**src/rtl/mem_stream_reader.sv**
```systemverilog
`default_nettype none
// ==== mem_stream_reader : strided burst reader feeding a valid/ready stream via a small FIFO ====
// ==== rev 1.0                                                                               ====
module mem_stream_reader #(
  parameter int WIDTH      = 16,
  parameter int HEIGHT     = 1024,
  parameter int FIFO_DEPTH = 2,
  localparam int AW        = $clog2(HEIGHT)
) (
  input  logic             clk,
  input  logic             arst,
  input  logic             start,
  input  logic [AW-1:0]    base_addr,
  input  logic [AW-1:0]    stride,
  input  logic [AW:0]      count,
  output logic             busy,
  output logic             done,
  output logic [AW-1:0]    mem_read_addr,
  output logic             mem_read_en,
  input  logic [WIDTH-1:0] mem_qout,
  output logic [WIDTH-1:0] out_data,
  output logic             out_valid,
  input  logic             out_ready
);

  localparam int          c_PW    = $clog2(FIFO_DEPTH);
  localparam logic [1:0]  c_IDLE  = 2'd0;
  localparam logic [1:0]  c_READ  = 2'd1;
  localparam logic [1:0]  c_DRAIN = 2'd2;
  localparam logic [AW:0] c_ONE   = (AW+1)'(1);
  localparam logic [c_PW:0] c_DEPTH = (c_PW+1)'(FIFO_DEPTH);
  localparam logic [c_PW:0] c_OCC1  = (c_PW+1)'(1);

  logic [1:0]       r_state;
  logic [1:0]       w_state_nxt;
  logic             w_done_set;
  logic             w_rd;
  logic             w_pop;
  logic             r_done;
  logic [AW-1:0]    r_cur_addr;
  logic [AW-1:0]    r_last_addr;
  logic [AW-1:0]    r_stride;
  logic [AW:0]      r_remaining;
  logic [WIDTH-1:0] r_fifo [FIFO_DEPTH];
  logic [c_PW-1:0]  r_wptr;
  logic [c_PW-1:0]  r_rptr;
  logic [c_PW:0]    r_occ;

  assign out_valid = (r_occ != '0);
  assign out_data  = r_fifo[r_rptr];
  assign w_pop     = out_valid && out_ready;
  assign done      = r_done;

  always_ff @(posedge clk or posedge arst) begin
    if (arst) r_state <= c_IDLE;
    else      r_state <= w_state_nxt;
  end

  always_comb begin
    w_state_nxt = r_state;
    w_done_set  = 1'b0;
    case (r_state)
      c_IDLE: begin
        if (start) begin
          if (count != '0) w_state_nxt = c_READ;
          else             w_done_set  = 1'b1;
        end
      end
      c_READ:  if (w_rd && r_remaining == c_ONE) w_state_nxt = c_DRAIN;
      c_DRAIN: begin
        // The burst ends on the pop that drains the last buffered word.
        if (w_pop && r_occ == c_OCC1) begin
          w_state_nxt = c_IDLE;
          w_done_set  = 1'b1;
        end
      end
      default: w_state_nxt = c_IDLE;
    endcase
  end

  always_comb begin
    busy          = (r_state != c_IDLE);
    w_rd          = (r_state == c_READ) && ((r_occ < c_DEPTH) || w_pop);
    mem_read_en   = w_rd;
    mem_read_addr = w_rd ? r_cur_addr : r_last_addr;
  end

  always_ff @(posedge clk or posedge arst) begin
    if (arst) begin
      r_done      <= 1'b0;
      r_cur_addr  <= '0;
      r_last_addr <= '0;
      r_stride    <= '0;
      r_remaining <= '0;
    end else begin
      r_done <= w_done_set;
      if (r_state == c_IDLE && start && count != '0) begin
        r_cur_addr  <= base_addr;
        r_stride    <= stride;
        r_remaining <= count;
      end else if (w_rd) begin
        r_cur_addr  <= r_cur_addr + r_stride;
        r_remaining <= r_remaining - c_ONE;
        r_last_addr <= r_cur_addr;
      end
    end
  end

  // Zero-latency memory: qout for the current read address is captured at this edge.
  always_ff @(posedge clk or posedge arst) begin
    if (arst) begin
      for (int i = 0; i < FIFO_DEPTH; i++) r_fifo[i] <= '0;
      r_wptr <= '0;
      r_rptr <= '0;
      r_occ  <= '0;
    end else begin
      if (w_rd) begin
        r_fifo[r_wptr] <= mem_qout;
        r_wptr         <= r_wptr + 1'b1;
      end
      if (w_pop) r_rptr <= r_rptr + 1'b1;
      case ({w_rd, w_pop})
        2'b10:   r_occ <= r_occ + c_OCC1;
        2'b01:   r_occ <= r_occ - c_OCC1;
        default: r_occ <= r_occ;
      endcase
    end
  end

endmodule
`default_nettype wire
```
**config.mk**
```make
export PLATFORM = sky130hd
export DESIGN_NAME = mem_stream_reader
export DESIGN_NICKNAME = d
export VERILOG_FILES = /design/src/rtl/mem_stream_reader.sv
export SDC_FILE = /design/constraint.sdc
export NUM_CORES = 1
export LEC_CHECK = 0
export BUFFER_PORTS_ARGS = -buffer_cell sky130_fd_sc_hd__clkbuf_2
export CORE_ASPECT_RATIO = 1.4
export CORE_MARGIN = 2
export CORE_UTILIZATION = 45
export CTS_CLUSTER_SIZE = 14
export DETAILED_ROUTE_END_ITERATION = 6
export PLACE_DENSITY = 0.73
export SLEW_MARGIN = 10
export SYNTH_ARGS = -nofsm -noshare
export SYNTH_HDL_FRONTEND = slang
export SYNTH_SLANG_ARGS = --single-unit
```
**constraint.sdc**
```tcl
create_clock -name clk -period 2.5 [get_ports clk]
set_clock_uncertainty 0.05 [all_clocks]
set_input_delay 0.25 -clock clk [delete_from_list [all_inputs] [get_ports clk]]
set_output_delay 0.25 -clock clk [all_outputs]
set_load 0.03 [all_outputs]
```
Yosys cells after proc, flatten, opt, wreduce, memory -nomap -nowiden
Index checks and enable logic that the tools add are counted.
{"block": "op_classes", "n_addsub": 6, "magnitude_cmp": 4, "reduce_logical": 15, "eq_ne": 10, "muxes": 21, "bitwise": 2}
{"op": "$mux W16", "count": 4}
{"op": "$bwmux W32", "count": 1}
{"op": "$mux W10", "count": 3}
{"op": "$mux W11", "count": 2}
{"op": "$demux W16 S1", "count": 1}
{"op": "$eq A11 B1 Y1 const B", "count": 1}
{"op": "$reduce_bool A11 Y1", "count": 1}
{"op": "$sub A11 B1 Y11 const B", "count": 1}
{"op": "$add A10 B10 Y10", "count": 1}
{"op": "$mux W2", "count": 4}
{"op": "$ne A2 B2 Y1 const B", "count": 4}
{"op": "$reduce_bool A2 Y1", "count": 4}
{"op": "$logic_and A1 B1 Y1", "count": 7}
{"op": "$eq A2 B1 Y1 const B", "count": 3}
{"op": "$pmux W2 S3", "count": 1}
{"op": "$eq A2 B2 Y1 const B", "count": 2}
{"op": "$ge A2 B2 Y1 const B", "count": 2}
{"op": "$not A1 Y2", "count": 2}
{"op": "$pmux W2 S2", "count": 1}
{"op": "$reduce_and A4 Y1", "count": 1}
{"op": "$mux W1", "count": 3}
{"op": "$add A1 B1 Y1 const B", "count": 2}
{"op": "$add A2 B1 Y2 const B", "count": 1}
{"op": "$logic_not A2 Y1", "count": 1}
{"op": "5 further kinds", "count": 5}
{"block": "word_totals", "elab_cells": 69, "ff_bits": 80, "input_bits": 51}

Logic depth before layout (Yosys ltp)
Gate-level depths: netlist (run 1).
{"block": "depth", "depth_word": 7, "depth_mapped": 10}

Worst setup path after synthesis (run 1)
OpenSTA, ideal clock, no wires.
{"block": "synth_timing", "path_kind": "flip-flop to output port", "from": "register r_occ[1]", "to": "output port mem_read_addr[0]", "required_ns": 2.200, "arrival_time_ns": 2.186, "stages_incl_launch_ff": 10, "path_buffers": 2, "setup_slack_ns": 0.014, "cell_sequence": "dfrtp_1 inv_1 ha_1 nand2b_2 a21o_1 buf_4 inv_2 buf_1 nand2_1 nand2_1"}
{"block": "synth_between", "elab_chain_cells": 5}
{"element": "start, declared", "line": "47", "source": "logic [c_PW:0] r_occ;"}
{"element": "start signal, assigned", "line": "123", "source": "2'b10: r_occ <= r_occ + c_OCC1;"}
{"element": "start signal, assigned", "line": "124", "source": "2'b01: r_occ <= r_occ - c_OCC1;"}
{"element": "start signal, assigned", "line": "125", "source": "default: r_occ <= r_occ;"}
{"element": "parallel branches: the longest is 2 deep, another holds $lt A2 B2 Y1"}
{"element": "$logic_or A1 B1 Y1 (*)", "line": "83", "source": "w_rd = (r_state == c_READ) && ((r_occ < c_DEPTH) || w_pop);"}
{"element": "$logic_and A1 B1 Y1 (*)", "line": "83"}
{"element": "via mem_read_en", "line": "19", "source": "output logic mem_read_en,"}
{"element": "$mux W10 (*)"}
{"element": "end, declared", "line": "18", "source": "output logic [AW-1:0] mem_read_addr,"}
Mark *: on every way through the listed nets, which the timed path passes.

Final worst setup path (run 1)
{"block": "layout_timing", "from": "register r_occ[1]", "to": "output port mem_read_addr[3]"}
{"block": "layout_between", "elab_chain_cells": 5}
{"element": "parallel branches: the longest is 2 deep, another holds $lt A2 B2 Y1"}
{"element": "$logic_or A1 B1 Y1 (*)", "line": "83"}
{"element": "$logic_and A1 B1 Y1 (*)", "line": "83"}
{"element": "$mux W10 (*)"}
Every way passes the cells marked *.

==> results of run 1 <==
layer usage:
layer  wire (um)  global-route usage, %  vias up
met3         337                   4.27       15
met4         207                   8.71        0
met1        3470                   21.0     1479
met5           0                      0        -
met2        4630                   33.8       69
li1            -                      -     1464
what timing repair did:
action                     4_1_cts  5_1_grt
setup endpoints to repair        3       10
hold endpoints to repair        25        0
gates resized for setup          0        5
hold buffers                     1        0
setup buffers                    1        1
per-stage QoR:
stage | hold slack [ps] | instance area (um^2) | cells | utilization, %
final | 53.0 | 4900 | 566 | 56.9
after global routing | 51.2 | 4900 | 566 | 56.9
after CTS | 40.7 | 4880 | 565 | 56.7
after detailed placement | 227 | 4540 | 547 | 52.8
after global placement | 221 | 4540 | 547 | 52.8
after floorplan | 305 | 4000 | 364 | -
layout by cell type, fill, tap and decap left out, types with 2 or more instances in the layout:
| master | synthesis | layout |
|---|---|---|
| a211oi_1 | 3 | 3 |
| a21o_1 | 5 | 5 |
| a21oi_1 | 5 | 5 |
| a221o_1 | 2 | 2 |
| a22oi_1 | 7 | 7 |
| a32oi_1 | 2 | 2 |
| and3_1 | 2 | 2 |
| buf_4 | 2 | 12 |
| bufinv_16 | 0 | 2 |
| clkbuf_16 | 0 | 9 |
| clkbuf_2 | 0 | 78 |
| clkinv_2 | 0 | 2 |
| clkinvlp_4 | 0 | 3 |
| dfrtp_1 | 80 | 80 |
| ha_1 | 14 | 14 |
| inv_1 | 9 | 8 |
| mux2_2 | 47 | 47 |
| nand2_1 | 90 | 90 |
| nand3_1 | 6 | 6 |
| nor2_1 | 6 | 6 |
| nor3_1 | 2 | 2 |
| o211ai_1 | 8 | 8 |
| o21ai_0 | 12 | 12 |
| o21bai_1 | 2 | 2 |
| o311ai_0 | 4 | 4 |
| or3_1 | 4 | 4 |
| or4_1 | 4 | 4 |
| xnor2_1 | 8 | 8 |
| xor2_1 | 5 | 5 |
report_power, final:
part,switching (uW),internal [uW]
sequential,458,1960
clock,514,873
combinational,2410,1770
total,3380,4610
registers in the layout (all words and copies together), names as in the netlist:
register and count:
r_fifo 32, r_cur_addr 10, r_rptr 1, r_last_addr 10
r_remaining 11, r_state 2, done 1, r_wptr 1
r_occ 2, r_stride 10
critical path, cell delays in order, from the launching register on:
cell and delay (ps):
dfrtp_1 350, inv_1 70, ha_1 190, nand2b_2 230, a21o_1 230, inv_2 70
buf_8 160, nand2_1 90, nand2_1 80, clkbuf_2 210
kinds of logic (layout without fill, tap and decap cells):
logic type | count (synthesis) | in the layout | synth area share [%]
multiplexers | 49 | 49 | 13.8
flip-flops | 80 | 80 | 50.0
AND/OR/NAND/NOR | 124 | 124 | 13.9
adder cells (fa/ha/maj) | 15 | 15 | 4.88
AO/OA/AOI/OAI | 59 | 59 | 11.3
buffers and inverters | 24 | 121 | 3.28
XOR/XNOR | 13 | 13 | 2.85
final cells by class:
class | count | area [um^2] | share of cell area [%]
inverters | 10 | 38.8 | 0.792
repair buffers | 95 | 538 | 11.0
well taps | 105 | 131 | 2.68
clock buffers | 9 | 225 | 4.60
multi-input cells | 260 | 1870 | 38.1
clock inverters | 7 | 96.3 | 1.97
flip-flops and latches | 80 | 2000 | 40.9
worst max path at each step:
stage / end / slack (ps) / depth (start not counted)
3_3_place_gp: r_remaining[8] / 330 / 7
2_1_floorplan: mem_read_addr[0] / 10 / 9
6_report: mem_read_addr[3] / 180 / 9
5_1_grt: mem_read_addr[2] / 50 / 9
4_1_cts: mem_read_addr[2] / 40 / 9
3_5_place_dp: r_remaining[8] / 220 / 7
==> reports/metrics.cfg, run 1 <==
[synth]
ys_async_sr_fraction_pct=100
synth.net_count=430
syn_area_um2=4000
syn_area_per_cell_um2=11.0
ys_warn_count=0
ys.flop_type=dfrtp_1
netlist.top_cell.by_area=dfrtp_1
synthTopCellsByCount=nand2_1, dfrtp_1, mux2_2
yosys-top-cells-area=dfrtp_1, mux2_2, nand2_1
netlist_instances=364
synth.distinct_cells=51
synth-edff-count=0
yosysMostFrequentCell=nand2_1
synth.ff_latch_count=80
yosysTopAreaCellShare_pct=50.0
yosysSeqAreaShare_pct=50.0

[clock_tree]
h-tree-depth=3
cts_tree=done
clk-insertion-delay-late_ps=340
clockBufferDepth=2
cts_root_buf=clkbuf_16
clock_sinks=80
path_clk_slew_ps=60
cts_inserted_buffers=9

[power]
p_leak_uw=0.00238
peakVddDrop_uv=795
p_total_uw=7990
p_per_area_nw_per_um2=1630

[run]
max-cap-violations=0

[timing]
timing.slew.headroom_pct=52.4
setup_ws_ps=185
fin_crit_ps=2320
clock.fmax_mhz=432
finalSetupViolCount=0
period_share_pct=92.6
worst_slew_pin_slew_ps=714
finalMaxSlewViolations=0
rsz0062_at_grt=false
fin_tns_setup_ps=0
hold_viol=0

[cells_and_area]
drive_above_1_share_pct=37.1
nNetsFinal=522
fill_cells=747
antenna_cells=0
area_growth_pct=22.5

[global_routing]
grt_use_total_pct=18.7
antenna_found_initial=0
grt_max_degree=33
grt_pass1_wl_um=14200
grt_pass1_vias=3084
grt_overflow_total=0

[hold_path]
min_from=stride[0]
hold_end=r_stride[0]
min_path_cells=3
hold_class=in2reg

[routing]
wl_per_cell_um=15.3
drt-vias-per-instance=5.35
wirelength_um=8640
drc=0
drt_pass1_iterations=4
ant_nets=0
drt_iter0_drc=85
vias=3027

[setup_path]
cp.arrival_ps=2020
timing.reg2reg.setup_slack_ps=290
endpoint_kind=primary output
cp-startpoint=r_occ[1]
start_kind=flip-flop
r2r_start=r_cur_addr[0]
critical_path_class=reg2out
worst-path-max-fanout=17
r2r-end=r_cur_addr[8]
cp.required_ps=2200
reg2reg_depth=7

[placement]
place_hpwl_um=6510
dp_slack_ps=223
gp_congestion=0.862
numPortBuffers=80

[die]
start_util_pct=46.5
dieArea_um2=9670
row_count=40
coreArea_um2=8610
die_y_um=116
io_pins=81
die_w_um=83.7

[outcome]
run_status=finished, final reports clean

Note: power is estimated with default switching activity, not from simulation.
==> inputs of run 2 (changes only) <==
--- a/config.mk
+++ b/config.mk
@@ -14,2 +14,3 @@
 export PLACE_DENSITY = 0.73
+export RECOVER_POWER = 100
 export SLEW_MARGIN = 10
==> constraint.sdc (replaced) <==
create_clock -name clk -period 2.5 [get_ports clk]
set_clock_uncertainty 0.05 [all_clocks]
set_input_delay 0.375 -clock clk [delete_from_list [all_inputs] [get_ports clk]]
set_output_delay 0.375 -clock clk [all_outputs]
set_load 0.03 [all_outputs]
==> run 2 against run 1 <==
Net effect: the flow now finishes with violations (capacitance limit, slew limit); flip-flop and latch count did not move; count of clock-buffer cells in the layout unchanged; critical path depth down 1; clock power rose by 3%; routed wire length fell by 5.3%; sequential power is 2% lower; final cell count fell by 0.35%; utilization down 0.20 points; cell area decreased by 0.36%; largest cell class unchanged; largest power group unchanged.
==> reports/metrics.cfg, run 2 (synthesized netlist as in run 1, its figures left out) <==
[routing]
drt_pass1_iterations=4
ant_nets=0
wl_per_cell_um=14.5
drt-vias-per-instance=5.25
drc=0
drt_iter0_drc=98
wirelength_um=8190
vias=2963

[clock_tree]
clk-insertion-delay-late_ps=340
cts_root_buf=clkbuf_16
cts_inserted_buffers=9
cts_tree=done
h-tree-depth=3
clock_sinks=80
path_clk_slew_ps=60
hold_buffers=0
clockBufferDepth=2

[timing]
finalMaxSlewViolations=81
clock.fmax_mhz=420
fin_crit_ps=2380
hold_viol=0
worst_slew_pin_slew_ps=1900
finalSetupViolCount=0
period_share_pct=95.2
fin_hold_ws_ps=172
timing.slew.headroom_pct=-27.0

[setup_path]
timing.reg2reg.setup_slack_ps=280
critPathSlowestCell=dfrtp_1
crit_top_cell=nand2_1
critical_path_class=reg2out
start_kind=flip-flop
cp.arrival_ps=1960
reg2reg_depth=7
endpoint_kind=primary output
cp_cell_sequence=inv_1 -> ha_1 -> nand2b_2 -> a21o_4 -> buf_6 -> nand2_1 -> nand2_1 -> clkbuf_4
r2r-end=r_remaining[8]
cp_slowest_stage_delay_ps=350
critPathBufInv=3
cp_top_family=simple AND/OR/NAND/NOR gates
cp.required_ps=2080
r2r_start=r_occ[0]
worst-path-max-fanout=17

[outcome]
violations=capacitance limit, slew limit
run_status=finished, violations left

[cells_and_area]
mostFrequentLayoutCells=nand2_1, dfrtp_1, clkbuf_2
top_regs=r_fifo (32), r_remaining (11)
largest_reg_flops=32
fin_area_um2=4880
regMostFlops=r_fifo
mostFrequentLayoutCell=nand2_1
area_growth_pct=22.0
nNetsFinal=520
antenna_cells=0
drive_above_1_share_pct=37.3

[die]
row_count=40
coreArea_um2=8610
die_y_um=116
dieArea_um2=9670
start_util_pct=46.5
die_w_um=83.7
io_pins=81

[global_routing]
grt_max_degree=81
antenna_found_initial=0
grt_use_total_pct=18.4
grt_pass1_vias=3123
grt_overflow_total=0
grt_pass1_wl_um=14300

[placement]
dpl_cell_area_um2=4540
numPortBuffers=80
place_hpwl_um=6000
gp_congestion=0.832

[power]
peakVddDrop_uv=882
p_leak_uw=0.00237
p_per_area_nw_per_um2=1640

[hold_path]
min_from=stride[4]
hold_end=r_stride[4]
min_path_cells=3
hold_class=in2reg

[run]
max-cap-violations=1

run 2: worst reg2reg max path, cell delays in order, from the launching register on:
cell	delay [ps]
dfrtp_1	350
inv_1	60
ha_1	210
nand2b_2	240
a2111oi_4	500
nand2_2	170
or4_1	490
nand3_1	90
run 2: through the flow:
step / cells / TNS [ps] / utilization, % / setup slack, ps / total power, uW
after floorplan: 364 / 0 / - / 23.3 / 5580
after global placement: 546 / 0 / 52.7 / 267 / 6390
after detailed placement: 546 / 0 / 52.7 / 186 / 6550
after CTS: 564 / 0 / 56.7 / 59.8 / 8060
after global routing: 564 / -2.91 / 56.7 / -2.91 / 8630
final: 564 / 0 / 56.7 / 120 / 8000
run 2: what timing repair did:
item / in CTS / in global routing
setup endpoints to repair: 10 / 9
setup buffers: 2 / 0
pin swaps: 0 / 1
gates resized for setup: 2 / 3
hold endpoints to repair: 0 / 0
run 2: worst max-delay path by stage:
stage | start | end | cells past startpoint
2_1_floorplan | arst | done | 1
3_3_place_gp | r_occ[1] | r_fifo[0] | 8
3_5_place_dp | r_occ[1] | r_fifo[11] | 8
4_1_cts | r_occ[1] | mem_read_addr[7] | 8
5_1_grt | r_occ[0] | mem_read_addr[0] | 8
6_report | r_occ[0] | mem_read_addr[2] | 8
run 2: layer usage:
layer  vias up  wire length (um)  GRT usage (%)
met2        76              4190           32.5
li1       1464                 -              -
met4         0               169           6.34
met1      1408              3460           21.5
met5         -                 0              0
met3        15               374           5.41
run 2: power breakdown:
group / total, uW / switching (uW) / internal (uW)
Combinational: 4200 / 2430 / 1780
Sequential: 2360 / 399 / 1960
Clock: 1430 / 545 / 884
run 2: cell type report:
| type | count | area [um^2] |
|---|---|---|
| Clock inverter | 7 | 103 |
| Fill cell | 750 | 3730 |
| Timing Repair Buffer | 93 | 502 |
| Clock buffer | 9 | 225 |
| Tap cell | 105 | 131 |
| Inverter | 10 | 43.8 |
| Multi-Input combinational cell | 260 | 1880 |
| Sequential cell | 80 | 2000 |
